<file path="config.mk">
export PLATFORM = sky130hd
export DESIGN_NAME = wb_stage
export DESIGN_NICKNAME = d
export VERILOG_FILES = /design/src/rtl/wb_pkg.sv /design/src/rtl/wb_skid_buf.sv /design/src/rtl/wb_stage.sv
export SDC_FILE = /design/constraint.sdc
export NUM_CORES = 1
export LEC_CHECK = 0
export CAP_MARGIN = 20
export CORE_MARGIN = 4
export CORE_UTILIZATION = 25
export DETAILED_ROUTE_END_ITERATION = 16
export SYNTH_ARGS = -nofsm -noshare
export SYNTH_HDL_FRONTEND = slang
export SYNTH_SLANG_ARGS = --single-unit
</file>
<file path="constraint.sdc">
create_clock -name clk -period 8.3 [get_ports clk]
set_clock_uncertainty 0.15 [all_clocks]
set_input_delay 0.83 -clock clk [delete_from_list [all_inputs] [get_ports clk]]
set_output_delay 0.83 -clock clk [all_outputs]
set_load 0.02 [all_outputs]
</file>
<file path="src/rtl/wb_pkg.sv">
// rtl/wb_pkg.sv - shared types and sizes for the write-back stage
package wb_pkg;

  localparam int WB_DEPTH  = 2;
  localparam int WB_DATA_W = 32;
  localparam int WB_ADDR_W = 4;

  typedef struct packed {
    logic                 wb_en;
    logic [WB_ADDR_W-1:0] dest;
    logic [WB_DATA_W-1:0] value;
  } wb_entry_t;

  typedef enum logic [1:0] {
    WB_EMPTY = 2'd0,
    WB_ONE   = 2'd1,
    WB_FULL  = 2'd2
  } wb_state_e;

endpackage

</file>
<file path="src/rtl/wb_skid_buf.sv">
// rtl/wb_skid_buf.sv - two-entry result buffer with occupancy FSM and forwarding search
module wb_skid_buf
  import wb_pkg::*;
#(
  parameter int DEPTH = WB_DEPTH
) (
  input  logic                 clk,
  input  logic                 rst,
  input  logic                 push,
  input  wb_entry_t            push_entry,
  input  logic                 pop,
  input  logic [WB_ADDR_W-1:0] fwd_src,
  output wb_state_e            state,
  output wb_entry_t            head_entry,
  output logic                 fwd_hit,
  output logic [WB_DATA_W-1:0] fwd_value
);

  wb_state_e state_q, state_d;
  logic      head_q, head_d;
  logic      tail;
  logic      newer;
  wb_entry_t mem_q [DEPTH];

  // With at most two entries the tail is the head when empty, else the other slot.
  assign newer = ~head_q;
  assign tail  = (state_q == WB_EMPTY) ? head_q : newer;

  always_comb begin
    state_d = state_q;
    head_d  = head_q;
    if (pop && state_q != WB_EMPTY) head_d = newer;
    case (state_q)
      WB_EMPTY: if (push) state_d = WB_ONE;
      WB_ONE: begin
        if (push && !pop)      state_d = WB_FULL;
        else if (!push && pop) state_d = WB_EMPTY;
      end
      WB_FULL: if (pop) state_d = WB_ONE;
      default: state_d = WB_EMPTY;
    endcase
  end

  always_ff @(posedge clk) begin
    if (rst) begin
      state_q <= WB_EMPTY;
      head_q  <= 1'b0;
      for (int i = 0; i < DEPTH; i++) mem_q[i] <= '0;
    end else begin
      state_q <= state_d;
      head_q  <= head_d;
      if (push) mem_q[tail] <= push_entry;
    end
  end

  assign state      = state_q;
  assign head_entry = mem_q[head_q];

  // Newest pending write wins; the head still hits while it drains.
  always_comb begin
    fwd_hit   = 1'b0;
    fwd_value = '0;
    if (state_q == WB_FULL && mem_q[newer].wb_en && mem_q[newer].dest == fwd_src) begin
      fwd_hit   = 1'b1;
      fwd_value = mem_q[newer].value;
    end else if (state_q != WB_EMPTY && mem_q[head_q].wb_en && mem_q[head_q].dest == fwd_src) begin
      fwd_hit   = 1'b1;
      fwd_value = mem_q[head_q].value;
    end
  end

endmodule

</file>
<file path="src/rtl/wb_stage.sv">
// rtl/wb_stage.sv - write-back stage; WB_PERF_CNT_EN adds retire/stall counters
module wb_stage
  import wb_pkg::*;
#(
  parameter int BIT_NUMBER = WB_DATA_W,
  parameter int REG_ADDR_W = WB_ADDR_W,
  parameter int DEPTH      = WB_DEPTH
) (
  input  logic                  clk,
  input  logic                  rst,
  input  logic                  freeze,
  input  logic                  in_valid,
  output logic                  in_ready,
  input  logic                  wb_en_in,
  input  logic                  mem_r_en_in,
  input  logic [BIT_NUMBER-1:0] alu_result_in,
  input  logic [BIT_NUMBER-1:0] mem_data_in,
  input  logic [REG_ADDR_W-1:0] dest_in,
  input  logic                  rf_busy,
  output logic                  wb_en,
  output logic [REG_ADDR_W-1:0] wb_dest,
  output logic [BIT_NUMBER-1:0] wb_value,
  input  logic [REG_ADDR_W-1:0] fwd_src,
  output logic                  fwd_hit,
  output logic [BIT_NUMBER-1:0] fwd_value,
  output logic                  retired,
  output logic [31:0]           perf_retired,
  output logic [31:0]           perf_rf_stall
);

  wb_state_e state;
  wb_entry_t head;
  wb_entry_t in_entry;
  logic      accept;
  logic      drain;
  logic      occupied;

  assign in_entry.wb_en = wb_en_in;
  assign in_entry.dest  = dest_in;
  assign in_entry.value = mem_r_en_in ? mem_data_in : alu_result_in;

  assign occupied = (state != WB_EMPTY);
  assign in_ready = !freeze && (state != WB_FULL);
  assign accept   = in_valid && in_ready;
  // Non-writing entries never need the register-file port, so rf_busy cannot hold them.
  assign drain    = !rst && occupied && !freeze && (!head.wb_en || !rf_busy);

  assign wb_en    = drain && head.wb_en;
  assign retired  = drain;
  assign wb_dest  = occupied ? head.dest  : '0;
  assign wb_value = occupied ? head.value : '0;

  wb_skid_buf #(
    .DEPTH(DEPTH)
  ) u_buf (
    .clk        (clk),
    .rst        (rst),
    .push       (accept),
    .push_entry (in_entry),
    .pop        (drain),
    .fwd_src    (fwd_src),
    .state      (state),
    .head_entry (head),
    .fwd_hit    (fwd_hit),
    .fwd_value  (fwd_value)
  );

`ifdef WB_PERF_CNT_EN
  logic [31:0] retired_cnt;
  logic [31:0] stall_cnt;

  always_ff @(posedge clk) begin
    if (rst) begin
      retired_cnt <= '0;
      stall_cnt   <= '0;
    end else begin
      if (drain) retired_cnt <= retired_cnt + 32'd1;
      if (occupied && !freeze && head.wb_en && rf_busy) stall_cnt <= stall_cnt + 32'd1;
    end
  end

  assign perf_retired  = retired_cnt;
  assign perf_rf_stall = stall_cnt;
`else
  assign perf_retired  = '0;
  assign perf_rf_stall = '0;
`endif

endmodule

</file>
; Word-level counts from Yosys, hierarchy flattened
; Memory sizes are Yosys's and may differ from the RTL's. A register that Yosys moved wholly into a read port is not among the register bits.
; Index checks and enable logic that the tools add are counted.
[op_classes]
n_eq_ne = 8
n_mux = 23
bitwise = 1
n_reduce_logical = 24
[op_table]
columns = op, n
row1 = $mux W32, 4
row2 = $mux W37, 1
row3 = $reduce_or A37 Y1, 1
row4 = $logic_and A1 B1 Y1, 13
row5 = $mux W1, 12
row6 = $eq A4 B4 Y1, 2
row7 = $mux W2, 4
row8 = $logic_not A1 Y1, 6
row9 = $pmux W2 S3, 1
row10 = $mux W4, 1
row11 = $ne A2 B2 Y1 const B, 2
row12 = $ne A3 B1 Y1 const B, 1
row13 = $reduce_and A3 Y1, 1
row14 = $eq A2 B1 Y1 const B, 1
row15 = $eq A2 B2 Y1 const B, 1
row16 = $logic_not A2 Y1, 1
row17 = $ne A2 B1 Y1 const B, 1
row18 = $reduce_bool A2 Y1, 1
row19 = $logic_or A1 B1 Y1, 1
row20 = $not A1 Y1, 1
[totals]
regBits = 3
ram_bits = 74
elab_cells = 59
memories = 1
[memory_table]
columns = memory, depth, width, read_ports, rd_ports_with_merged_regs, wr, line
row1 = u_buf.mem_q, 2, 37, 2, 1, 2, wb_skid_buf.sv:23  ; wb_entry_t mem_q [DEPTH];

; Logic depth before layout (Yosys ltp)
; Gate-level depths: netlist of run 1.
[logic_depth]
depth_word = 8
ltp_mapped = 8
depth_no_buf = 6

; Modules after synthesis
; A second synthesis of run 1 with hierarchy kept.
[unflattened]
hier_cells = 439
hier_area_um2 = 5305.1
[modules_own_cells]
columns = mod, n_inst, cells_per_inst, area_each_um2, seq_area_each_um2
row1 = wb_skid_buf, 1, 290, 3950.0, 2302.2
row2 = wb_stage, 1, 149, 1355.0, 0.0

; Worst setup path after synthesis of run 1
; OpenSTA, ideal clock, no wires.
[synth_path]
path_type = input-to-reg
from = input port freeze
to = memory u_buf.mem_q[1][0] (netlist name) (enable)
arrival_ps = 2717
path_slack_ps = 5033
path_stages = 5
path_cell_list = nor2_1 -> nand2_1 -> or3_1 -> clkbuf_1 -> nand2b_1
[synth_lines]
columns = element, line
row1 = start: declaration, wb_stage.sv:11  ; input logic freeze,
row2 = end: declaration, wb_skid_buf.sv:23

==> results of run 1 <==
-- cells in the final DEF, fill, tap and decap left out, types with 2 or more instances in the layout --
cell type,instances
sky130_fd_sc_hd__edfxtp_1,74
sky130_fd_sc_hd__mux2_2,2
sky130_fd_sc_hd__buf_4,2
sky130_fd_sc_hd__clkinv_2,2
sky130_fd_sc_hd__nor2_1,117
sky130_fd_sc_hd__clkdlybuf4s50_1,149
sky130_fd_sc_hd__nand2_1,2
sky130_fd_sc_hd__dfxtp_1,3
sky130_fd_sc_hd__inv_1,8
sky130_fd_sc_hd__clkinvlp_4,3
sky130_fd_sc_hd__nand2b_2,2
sky130_fd_sc_hd__clkbuf_16,9
sky130_fd_sc_hd__xor2_1,5
sky130_fd_sc_hd__xnor2_1,6
sky130_fd_sc_hd__nor3_1,4
sky130_fd_sc_hd__conb_1,64
sky130_fd_sc_hd__a22o_1,32
sky130_fd_sc_hd__mux2i_1,73
-- power groups by stage --
stage	Combinational, µW	Clock [µW]	Sequential (µW)
global route	217	413	479
CTS	199	393	476
floorplan	140	0	476
finish	201	382	476
detailed placement	199	0	483
global placement	197	0	483
-- synth_stat cells --
cell and instances:
sky130_fd_sc_hd__nor3b_1 1, sky130_fd_sc_hd__inv_1 8, sky130_fd_sc_hd__xor2_1 5, sky130_fd_sc_hd__nor2b_1 1
sky130_fd_sc_hd__o21ai_0 1, sky130_fd_sc_hd__buf_4 64, sky130_fd_sc_hd__xnor2_1 6, sky130_fd_sc_hd__dfxtp_1 4
sky130_fd_sc_hd__mux2_2 2, sky130_fd_sc_hd__nand2b_1 3, sky130_fd_sc_hd__and2_1 1, sky130_fd_sc_hd__nand4_1 1
sky130_fd_sc_hd__a2111oi_4 1, sky130_fd_sc_hd__nor2_1 118, sky130_fd_sc_hd__edfxtp_1 74, sky130_fd_sc_hd__mux2i_1 73
sky130_fd_sc_hd__clkbuf_1 11, sky130_fd_sc_hd__a21oi_1 1, sky130_fd_sc_hd__nor3_2 1, sky130_fd_sc_hd__nand3_1 1
sky130_fd_sc_hd__or3_1 2, sky130_fd_sc_hd__nand2_1 3, sky130_fd_sc_hd__nor3_1 4, sky130_fd_sc_hd__buf_2 5
sky130_fd_sc_hd__a22o_1 32, sky130_fd_sc_hd__buf_6 4, sky130_fd_sc_hd__mux2_4 1, sky130_fd_sc_hd__buf_1 8
sky130_fd_sc_hd__o31ai_1 1, sky130_fd_sc_hd__conb_1 1
-- metrics by stage --
stage,hold slack (ns),utilization [%],setup WS (ns)
4_1_cts,0.441,35.2,3.31
5_1_grt,0.489,35.4,3.08
3_3_place_gp,0.399,33.6,3.71
3_5_place_dp,0.434,33.6,3.70
2_1_floorplan,0.330,-,5.03
6_report,0.447,35.4,3.38
-- how the worst min path moves through the flow --
stage	startpoint	endpoint	slack, ns	depth (start not counted)
6_report	u_buf.state[1]$_SDFFE_PP0P_	u_buf.state[0]$_SDFFE_PP0P_	0.45	1
5_1_grt	u_buf.state[1]$_SDFFE_PP0P_	u_buf.state[0]$_SDFFE_PP0P_	0.49	1
4_1_cts	u_buf.state[1]$_SDFFE_PP0P_	u_buf.state[0]$_SDFFE_PP0P_	0.44	1
3_5_place_dp	u_buf.state[1]$_SDFFE_PP0P_	u_buf.state[0]$_SDFFE_PP0P_	0.43	1
3_3_place_gp	u_buf.state[1]$_SDFFE_PP0P_	u_buf.state[0]$_SDFFE_PP0P_	0.40	1
2_1_floorplan	u_buf.state[1]$_SDFFE_PP0P_	u_buf.state[0]$_SDFFE_PP0P_	0.33	1
-- cell type report --
cell class / instances / area, µm²
Fill cell: 1822 / 11800
Multi-Input combinational cell: 323 / 1990
Clock buffer: 10 / 229
Timing Repair Buffer: 153 / 1540
Tap cell: 229 / 287
Sequential cell: 78 / 2300
Inverter: 8 / 30.0
Clock inverter: 6 / 62.6
-- cells by family after synthesis --
logic type | Yosys count | synth area share, %
AOI/OAI and AO/OA | 36 | 6.93
DFF | 78 | 49.0
and+or+nand+nor | 136 | 11.6
xor gates and xnor gates | 11 | 2.05
muxes | 76 | 16.4
other | 1 | 0.0799
buffers and inverters | 100 | 13.9
-- flip-flops by register name (all words and copies together) (netlist names), named ones only --
register,flops
u_buf.head_q,1
u_buf.state,2
u_buf.mem_q,74
-- per-layer routing --
metal  vias to the layer above  wire length (µm)
met4                         0               252
met3                        16               549
li1                       1668                 -
met2                       119              6520
met1                      1678              5240
met5                         -                 0
-- worst reg2reg max path, delay by kind of cell, from the launching register on --
kind | cells | cell delay [ns]
AND/OR/NAND/NOR | 3 | 2.29
flip-flops | 1 | 0.36
buffers and inverters | 1 | 0.23
XOR/XNOR | 1 | 0.10
==> run_results.csv, run 1 <==
group,metric,value,unit
placement,globalplace.congestion,0.687,
clock_tree,clk_root_buffer_cell,"sky130_fd_sc_hd__clkbuf_16",
floorplan,core,18200,µm²
clock_tree,cts.repair_timing.setup_buffer_count,0,
logic_synthesis,yosys.area.top_type_share,47.3,%
global_route,gr-usage-met2,20.9,%
worst_setup_path,rr_startpoint,"u_buf.state[1]$_SDFFE_PP0P_",
power,power.total,1060,µW
worst_setup_path,setup.worst_path.end_class,"output pin",
clock_tree,tritoncts.num_buffers,9,
floorplan,effective_utilization_at_floorplan,25.8,%
logic_synthesis,synth_largest_area_cell,"sky130_fd_sc_hd__edfxtp_1",
worst_setup_path,crit_path_top_delay_cell,"sky130_fd_sc_hd__dfxtp_2",
logic_synthesis,post_synth_num_cell_types,30,
sta,fmaxAchievable,0.203,GHz
power,p_leak,0.00239,µW
final_layout,share_of_cells_above_drive_strength_1,5.19,%
global_route,overflow,0,
global_route,first_global_vias,3689,
power,pwr-share-comb,19.0,%
worst_setup_path,worstPathCellList,"buf_4 > mux2i_1 > or3_1 > nor3_1 > mux2_2 > a22o_1 > clkdlybuf4s50_1",
logic_synthesis,synthesis.area,4690,µm²
sta,timing.setup.tns,0,ns
floorplan,fp-row-count,49,
placement,port_buffers,150,
worst_setup_path,cp_top_family,"buffers and inverters",
route,detailroute.via_count,3481,
worst_setup_path,path_max_fanout,32,
placement,post-dp-hpwl,8800,µm
route,dr.first_iter.drc_count,124,
worst_setup_path,setup.worst_path.start_class,"flop",
sta,setup_viol_count_final,0,
logic_synthesis,ys_top_cells_by_area,"sky130_fd_sc_hd__edfxtp_1, sky130_fd_sc_hd__mux2i_1, sky130_fd_sc_hd__buf_4",
worst_setup_path,cp.required,7.32,ns
floorplan,die_ar,21000,µm²
worst_setup_path,worst-r2r-setup-slack,4.77,ns
sta,hold_viol_final,0,
clock_tree,htree_levels,3,
sta,slew_headroom,31.6,%
sta,final.min_clock_period,4.92,ns
clock_tree,clock_tree.buffer_depth,2,
worst_setup_path,critical_path_depth,7,
route,routedWlPerCell,15.6,µm
worst_setup_path,path_class,"reg2out",
floorplan,ios,215,
run_status,status,"completed",
route,detail_route.vias_per_cell,4.31,
power,cell_internal_pwr,777,µW
worst_setup_path,worst_r2r_path_depth,5,
global_route,gr-usage-met1,13.8,%
clock_tree,tritoncts,"yes",
sta,grt_setup_unrepaired,"no",
flow_run,max-cap-violations,0,
power,pwr-share-clk,36.1,%
final_layout,final_cell_count_no_fill,807,
sta,worst_slew_pin_slew,1.03,ns
placement,dpl_cell_area,6120,µm²
final_layout,antenna_cells,0,
floorplan,die_width,145,µm
hold_path,min-delay-path-class,"reg2reg",
final_layout,nets,652,
logic_synthesis,synth_cells,438,
logic_synthesis,synth-seq-area-share,49.0,%
route,ant_nets,0,
clock_tree,clock_latency,0.33,ns
sta,period_utilisation_layout,59.3,%
logic_synthesis,yosys_warnings,0,
clock_tree,post_cts_hold_buffer_count,0,
logic_synthesis,syn_area_per_cell,10.7,µm²
power,switching_share,26.6,%
worst_setup_path,r2r_end,"u_buf.mem_q[1][17]$_SDFFCE_PN0P_",
sta,final_max_slew_viol_count,0,
worst_setup_path,critical_path.n_buffers_inverters,2,
clock_tree,numClockSinks,78,
route,drt_drc_violations_left,0,
clock_tree,post_cts_resized,0,
placement,placed_instance_count,790,
logic_synthesis,synth_seq_cells,78,
worst_setup_path,slowest_delay,0.77,ns
global_route,grt_start_max_net_pins,40,
global_route,grt_use_total,11.7,%
power,ir_drop,0.0805,mV
floorplan,die_h,145,µm
global_route,groute.layer.met3.usage,2.12,%
global_route,top_usage_layer,"met2",
global_route,grt_pass1_wl,19800,µm
route,wl,12600,µm
global_route,number_of_antenna_violations_at_the_first_check_in_global_routing,0,
power,netSwitchingPower,282,µW
final_layout,area.growth.synth_to_final,37.3,%
route,drtPass1Iterations,5,
worst_setup_path,crit_end,"fwd_value[0]",
worst_setup_path,critical_path_arrival,3.94,ns
clock_tree,clkTransAtPathRegs,0.06,ns
final_layout,finish.instance_area,6440,µm²
power,power.share.sequential,44.9,%
power,power_per_cell_area,164,nW/µm²
No activity file was read; power rests on OpenSTA's default activity.
==> run 2: changes to the inputs <==
==> constraint.sdc (replaced) <==
create_clock -name clk -period 4.15 [get_ports clk]
set_clock_uncertainty 0.15 [all_clocks]
set_input_delay 0.415 -clock clk [delete_from_list [all_inputs] [get_ports clk]]
set_output_delay 0.415 -clock clk [all_outputs]
set_load 0.02 [all_outputs]
==> run 2 against run 1 <==
Net effect: design area up 0.43%; via count up 0.40%; non-clock buffer count up 5; setup slack worse by 3.0 ns; combinational power up 100%; register-to-register slack worse by 3.6 ns; clock-buffer cell count down 1; total power up 99%; die area unchanged; first-iteration DRC count up 60%; cell count up 0.50%.
==> run_results.csv, run 2 (synthesis gave the netlist of run 1 again) <==
group,metric,value,unit
worst_setup_path,worst-r2r-setup-slack,1.22,ns
power,p_leak,0.00241,µW
floorplan,die_width,145,µm
sta,hold_viol_final,0,
placement,globalplace.congestion,0.717,
sta,setup_viol_count_final,0,
global_route,first_global_vias,3582,
worst_setup_path,critical_path_arrival,3.20,ns
clock_tree,clock_latency,0.33,ns
sta,timing.setup.tns,0,ns
route,routedWlPerCell,15.4,µm
clock_tree,tritoncts,"yes",
sta,hold_ws,0.450,ns
route,ant_nets,0,
final_layout,area.growth.synth_to_final,37.8,%
hold_path,timing.hold.worst_endpoint,"u_buf.state[0]$_SDFFE_PP0P_",
final_layout,largest_register_ff_count,74,
global_route,grt_pass1_wl,19700,µm
clock_tree,clock_tree.buffer_depth,2,
placement,detailedPlace.worstSlack,0.615,ns
floorplan,core,18200,µm²
clock_tree,cts.repair_timing.setup_buffer_count,0,
sta,final.min_clock_period,3.77,ns
route,drtPass1Iterations,7,
clock_tree,post_cts_resized,0,
final_layout,share_of_cells_above_drive_strength_1,6.01,%
power,ir_drop,0.173,mV
sta,worst_slew_pin_slew,1.02,ns
floorplan,ios,215,
hold_path,min-delay-path-class,"reg2reg",
clock_tree,tritoncts.num_buffers,9,
power,power_per_cell_area,326,nW/µm²
worst_setup_path,cp.required,3.59,ns
sta,period_utilisation_layout,90.8,%
clock_tree,numClockSinks,78,
sta,slew_headroom,31.9,%
sta,grt_setup_unrepaired,"no",
global_route,overflow,0,
route,wl,12500,µm
sta,final_critical_path_setup_slack,0.382,ns
global_route,grt_start_max_net_pins,38,
hold_path,hold-path-cell-count,1,
floorplan,die_ar,21000,µm²
worst_setup_path,rr_startpoint,"u_buf.state[1]$_SDFFE_PP0P_",
final_layout,top_library_cells_by_usage_in_the_layout_fill_and_taps_aside,"sky130_fd_sc_hd__clkdlybuf4s50_1, sky130_fd_sc_hd__nor2_1, sky130_fd_sc_hd__edfxtp_1, sky130_fd_sc_hd__mux2i_1, sky130_fd_sc_hd__conb_1",
final_layout,nets,657,
floorplan,fp-row-count,49,
placement,port_buffers,150,
route,detail_route.vias_per_cell,4.31,
placement,post-dp-hpwl,9120,µm
sta,final_max_slew_viol_count,0,
floorplan,effective_utilization_at_floorplan,25.8,%
flow_run,max-cap-violations,0,
floorplan,die_h,145,µm
worst_setup_path,setup.worst_path.start_class,"flop",
run_status,status,"completed",
worst_setup_path,path_class,"reg2out",
route,dr.first_iter.drc_count,199,
route,drt_drc_violations_left,0,
worst_setup_path,setup.worst_path.end_class,"output pin",
clock_tree,post_cts_hold_buffer_count,0,
sta,fmaxAchievable,0.265,GHz
route,detailroute.via_count,3495,
worst_setup_path,worst_r2r_path_depth,5,
clock_tree,clk_root_buffer_cell,"sky130_fd_sc_hd__clkbuf_16",
final_layout,final_common_cell,"sky130_fd_sc_hd__clkdlybuf4s50_1",
clock_tree,htree_levels,3,
final_layout,max_flop_register,"u_buf.mem_q",
clock_tree,clkTransAtPathRegs,0.06,ns
global_route,number_of_antenna_violations_at_the_first_check_in_global_routing,0,
worst_setup_path,path_max_fanout,18,
worst_setup_path,r2r_end,"u_buf.mem_q[1][4]$_SDFFCE_PN0P_",
hold_path,worstHoldStart,"u_buf.state[1]$_SDFFE_PP0P_",
final_layout,antenna_cells,0,
global_route,grt_use_total,11.8,%
final_layout,fillerInstances,1800,
power,power.total,2110,µW
## run 2: cell count changes in the layout (fill, tap and decap cells not counted)
cell                         previous run  this run
sky130_fd_sc_hd__buf_4                  2         7
sky130_fd_sc_hd__clkinvlp_4             3         2
sky130_fd_sc_hd__buf_12                 0         1
sky130_fd_sc_hd__clkinv_4               0         1
sky130_fd_sc_hd__buf_16                 1         0
sky130_fd_sc_hd__clkbuf_1               1         0
## run 2: how the worst max path moves through the flow
| stage | startpoint | to | slack [ns] | cells after the start |
|---|---|---|---|---|
| 4_1_cts | u_buf.head_q$_SDFFE_PP0P_ | fwd_value[19] | 0.37 | 8 |
| 2_1_floorplan | u_buf.state[1]$_SDFFE_PP0P_ | u_buf.mem_q[1][0]$_SDFFCE_PN0P_ | 1.25 | 6 |
| 3_3_place_gp | fwd_src[2] | fwd_value[19] | 0.66 | 8 |
| 5_1_grt | u_buf.head_q$_SDFFE_PP0P_ | fwd_value[13] | 0.18 | 8 |
| 3_5_place_dp | fwd_src[2] | fwd_value[19] | 0.62 | 8 |
| 6_report | u_buf.head_q$_SDFFE_PP0P_ | fwd_value[19] | 0.38 | 8 |
## run 2: cell type report
| class | instances | area (µm²) | share of cell area, % |
|---|---|---|---|
| multi-input cells | 323 | 1990 | 30.8 |
| clock inverters | 6 | 63.8 | 0.986 |
| well taps | 229 | 287 | 4.43 |
| clock buffers | 9 | 225 | 3.48 |
| repair buffers | 158 | 1570 | 24.2 |
| flip-flops and latches | 78 | 2300 | 35.6 |
| inverters | 8 | 30.0 | 0.464 |
## run 2: critical path: stages, from the launching register on
cell and delay, ns:
sky130_fd_sc_hd__dfxtp_1 0.57, sky130_fd_sc_hd__mux2i_1 0.28, sky130_fd_sc_hd__xnor2_1 0.10, sky130_fd_sc_hd__nor3_2 0.19
sky130_fd_sc_hd__nand4_1 0.20, sky130_fd_sc_hd__mux2_2 0.54, sky130_fd_sc_hd__buf_12 0.22, sky130_fd_sc_hd__a22o_1 0.15
sky130_fd_sc_hd__clkdlybuf4s50_1 0.61
## run 2: per-layer routing
layer / global-route usage, % / share of wire, %
met5: 0 / 0
met4: 3.56 / 1.3
met3: 3.12 / 5.6
met2: 21.2 / 52
met1: 13.8 / 42
## run 2: power by group
part	total (µW)	switching, µW	internal (µW)
Clock	762	302	461
Sequential	946	29.2	917
Combinational	402	233	170
Total	2110	563	1550
## run 2: metrics by stage
step | area, µm² | std cells | util [%]
finish | 6470 | 811 | 35.5
global route | 6470 | 811 | 35.5
CTS | 6470 | 811 | 35.5
detailed placement | 6180 | 796 | 34.0
global placement | 6180 | 796 | 34.0
floorplan | 4930 | 501 | -
==> run 3: changes to the inputs <==
--- a/config.mk
+++ b/config.mk
@@ -7,8 +7,10 @@
 export LEC_CHECK = 0
 export CAP_MARGIN = 20
 export CORE_MARGIN = 4
-export CORE_UTILIZATION = 25
+export CORE_UTILIZATION = 38
 export DETAILED_ROUTE_END_ITERATION = 16
+export PLACE_DENSITY = 0.77
+export SKIP_LAST_GASP = 1
 export SYNTH_ARGS = -nofsm -noshare
 export SYNTH_HDL_FRONTEND = slang
 export SYNTH_SLANG_ARGS = --single-unit
==> run 3 against run 2 <==
Net effect: flip-flop and latch count is the same; critical path depth unchanged; maximum frequency increased by 0.61%; first-iteration DRC count shrank 8.5%; clock-buffer cell count unchanged; clock power is 9.4% higher; register-to-register slack improved by 0.21 ns; combinational power fell by 1%; largest power group unchanged.
==> run_results.csv, run 3 (synthesis gave the netlist of run 1 again) <==
group,metric,value,unit
final_layout,antenna_cells,0,
final_layout,nets,655,
final_layout,area.growth.synth_to_final,36.6,%
worst_setup_path,slowest_delay,0.61,ns
sta,period_utilisation_layout,90.2,%
clock_tree,post_cts_hold_buffer_count,0,
route,detail_route.vias_per_cell,4.69,
clock_tree,clk_root_buffer_cell,"sky130_fd_sc_hd__clkbuf_16",
sta,setup_viol_count_final,0,
clock_tree,tritoncts.num_buffers,9,
global_route,number_of_antenna_violations_at_the_first_check_in_global_routing,0,
worst_setup_path,worstPathCellList,"mux2i_1 > xnor2_1 > or3_1 > nor3_1 > mux2_2 > buf_12 > a22o_1 > clkdlybuf4s50_1",
floorplan,die_ar,14200,µm²
global_route,gr-usage-met2,28.5,%
global_route,grt_start_max_net_pins,39,
route,drt_drc_violations_left,0,
clock_tree,tritoncts,"yes",
sta,fmaxAchievable,0.267,GHz
floorplan,effective_utilization_at_floorplan,38.9,%
global_route,grt_pass1_wl,18400,µm
worst_setup_path,crit_path_top_delay_cell,"sky130_fd_sc_hd__clkdlybuf4s50_1",
placement,post-dp-hpwl,8370,µm
clock_tree,cts.repair_timing.setup_buffer_count,0,
sta,final.min_clock_period,3.75,ns
worst_setup_path,path_max_fanout,17,
global_route,overflow,0,
route,dr.first_iter.drc_count,182,
global_route,grt_use_total,16.2,%
route,drtPass1Iterations,4,
power,power_per_cell_area,340,nW/µm²
worst_setup_path,cp.required,3.59,ns
final_layout,largest_register_ff_count,74,
flow_run,max-cap-violations,0,
route,detailroute.via_count,3515,
worst_setup_path,setup.worst_path.end_class,"output pin",
sta,slew_headroom,33.5,%
placement,placed_instance_count,733,
route,wl,11800,µm
clock_tree,htree_levels,3,
global_route,gr-usage-met1,19.7,%
final_layout,max_flop_register,"u_buf.mem_q",
final_layout,top_library_cells_by_usage_in_the_layout_fill_and_taps_aside,"sky130_fd_sc_hd__clkdlybuf4s50_1, sky130_fd_sc_hd__nor2_1, sky130_fd_sc_hd__edfxtp_1, sky130_fd_sc_hd__mux2i_1, sky130_fd_sc_hd__conb_1",
worst_setup_path,critical_path.n_buffers_inverters,2,
worst_setup_path,setup.worst_path.start_class,"flop",
sta,timing.setup.tns,0,ns
power,ir_drop,0.222,mV
sta,final_max_slew_viol_count,0,
clock_tree,numClockSinks,78,
floorplan,core,12100,µm²
floorplan,ios,215,
floorplan,fp-row-count,40,
sta,grt_setup_unrepaired,"no",
clock_tree,post_cts_resized,0,
worst_setup_path,path_class,"reg2out",
floorplan,die_width,119,µm
clock_tree,clock_tree.buffer_depth,2,
worst_setup_path,critical_path_arrival,3.18,ns
final_layout,share_of_cells_above_drive_strength_1,5.34,%
sta,worst_slew_pin_slew,0.998,ns
route,routedWlPerCell,15.8,µm
placement,globalplace.congestion,0.798,
final_layout,final_cell_count_no_fill,749,
worst_setup_path,cp_top_family,"buffers and inverters",
hold_path,min-delay-path-class,"reg2reg",
clock_tree,clkTransAtPathRegs,0.06,ns
placement,port_buffers,150,
route,ant_nets,0,
global_route,groute.layer.met3.usage,3.28,%
global_route,first_global_vias,3674,
power,p_leak,0.00242,µW
global_route,top_usage_layer,"met2",
final_layout,final_common_cell,"sky130_fd_sc_hd__clkdlybuf4s50_1",
run_status,status,"completed",
floorplan,die_h,119,µm
sta,hold_viol_final,0,
clock_tree,clock_latency,0.32,ns
run 3: changes by cell type in the layout (fill, tap and decap cells not counted):
cell	change
sky130_fd_sc_hd__clkinv_4	+3
sky130_fd_sc_hd__buf_4	-2
sky130_fd_sc_hd__clkinv_2	-2
sky130_fd_sc_hd__clkinvlp_4	-2
sky130_fd_sc_hd__bufinv_16	+1
sky130_fd_sc_hd__clkinv_1	+1
sky130_fd_sc_hd__nand2_1	+1
sky130_fd_sc_hd__nand2_2	-1
sky130_fd_sc_hd__or3_1	+1
sky130_fd_sc_hd__or3_2	-1
run 3: where the power goes:
part	internal (µW)	switching, µW	leakage, µW
Sequential	918	32.7	0.000803
Combinational	169	227	0.00146
Clock	528	306	0.000157
Total	1610	566	0.00242
run 3: path summary, 6_finish.rpt:
path                          startpoint                                to  slack, ns  depth (start not counted)
min          u_buf.state[1]$_SDFFE_PP0P_       u_buf.state[0]$_SDFFE_PP0P_       0.45                          1
min reg2reg  u_buf.state[1]$_SDFFE_PP0P_       u_buf.state[0]$_SDFFE_PP0P_       0.45                          1
max                                 flop                     fwd_value[16]       0.40                          8
max reg2reg  u_buf.state[1]$_SDFFE_PP0P_  u_buf.mem_q[1][17]$_SDFFCE_PN0P_       1.43                          5
run 3: worst reg2reg max path, stage by stage (launching register included):
cell and delay [ns]:
sky130_fd_sc_hd__dfxtp_1 0.36, sky130_fd_sc_hd__nor2_4 0.13, sky130_fd_sc_hd__buf_4 0.42, sky130_fd_sc_hd__xnor2_1 0.16, sky130_fd_sc_hd__or3_1 0.41, sky130_fd_sc_hd__nand2b_2 0.71
run 3: per-layer routing:
| layer | part of all wire, % | vias up |
|---|---|---|
| li1 | - | 1669 |
| met1 | 41 | 1675 |
| met2 | 51 | 162 |
| met3 | 7.1 | 9 |
| met4 | 0.67 | 0 |
| met5 | 0 | - |
run 3: area by class of cell:
class / instances / area [µm²]
Timing Repair Buffer: 156 / 1550
Inverter: 8 / 30.0
Clock inverter: 7 / 98.8
Fill cell: 1047 / 5650
Tap cell: 168 / 210
Multi-Input combinational cell: 323 / 1990
Sequential cell: 78 / 2300
Clock buffer: 9 / 225
run 3: metrics by stage:
stage	power [µW]	hold WS (ns)	setup WS, ns	util [%]	area [µm²]
finish	2180	0.446	0.405	53.2	6410
global route	2260	0.465	0.168	53.2	6410
CTS	2190	0.437	0.352	53.2	6410
detailed placement	1360	0.429	0.575	50.5	6090
global placement	1360	0.407	0.632	50.5	6090
floorplan	1230	0.330	1.25	-	4930
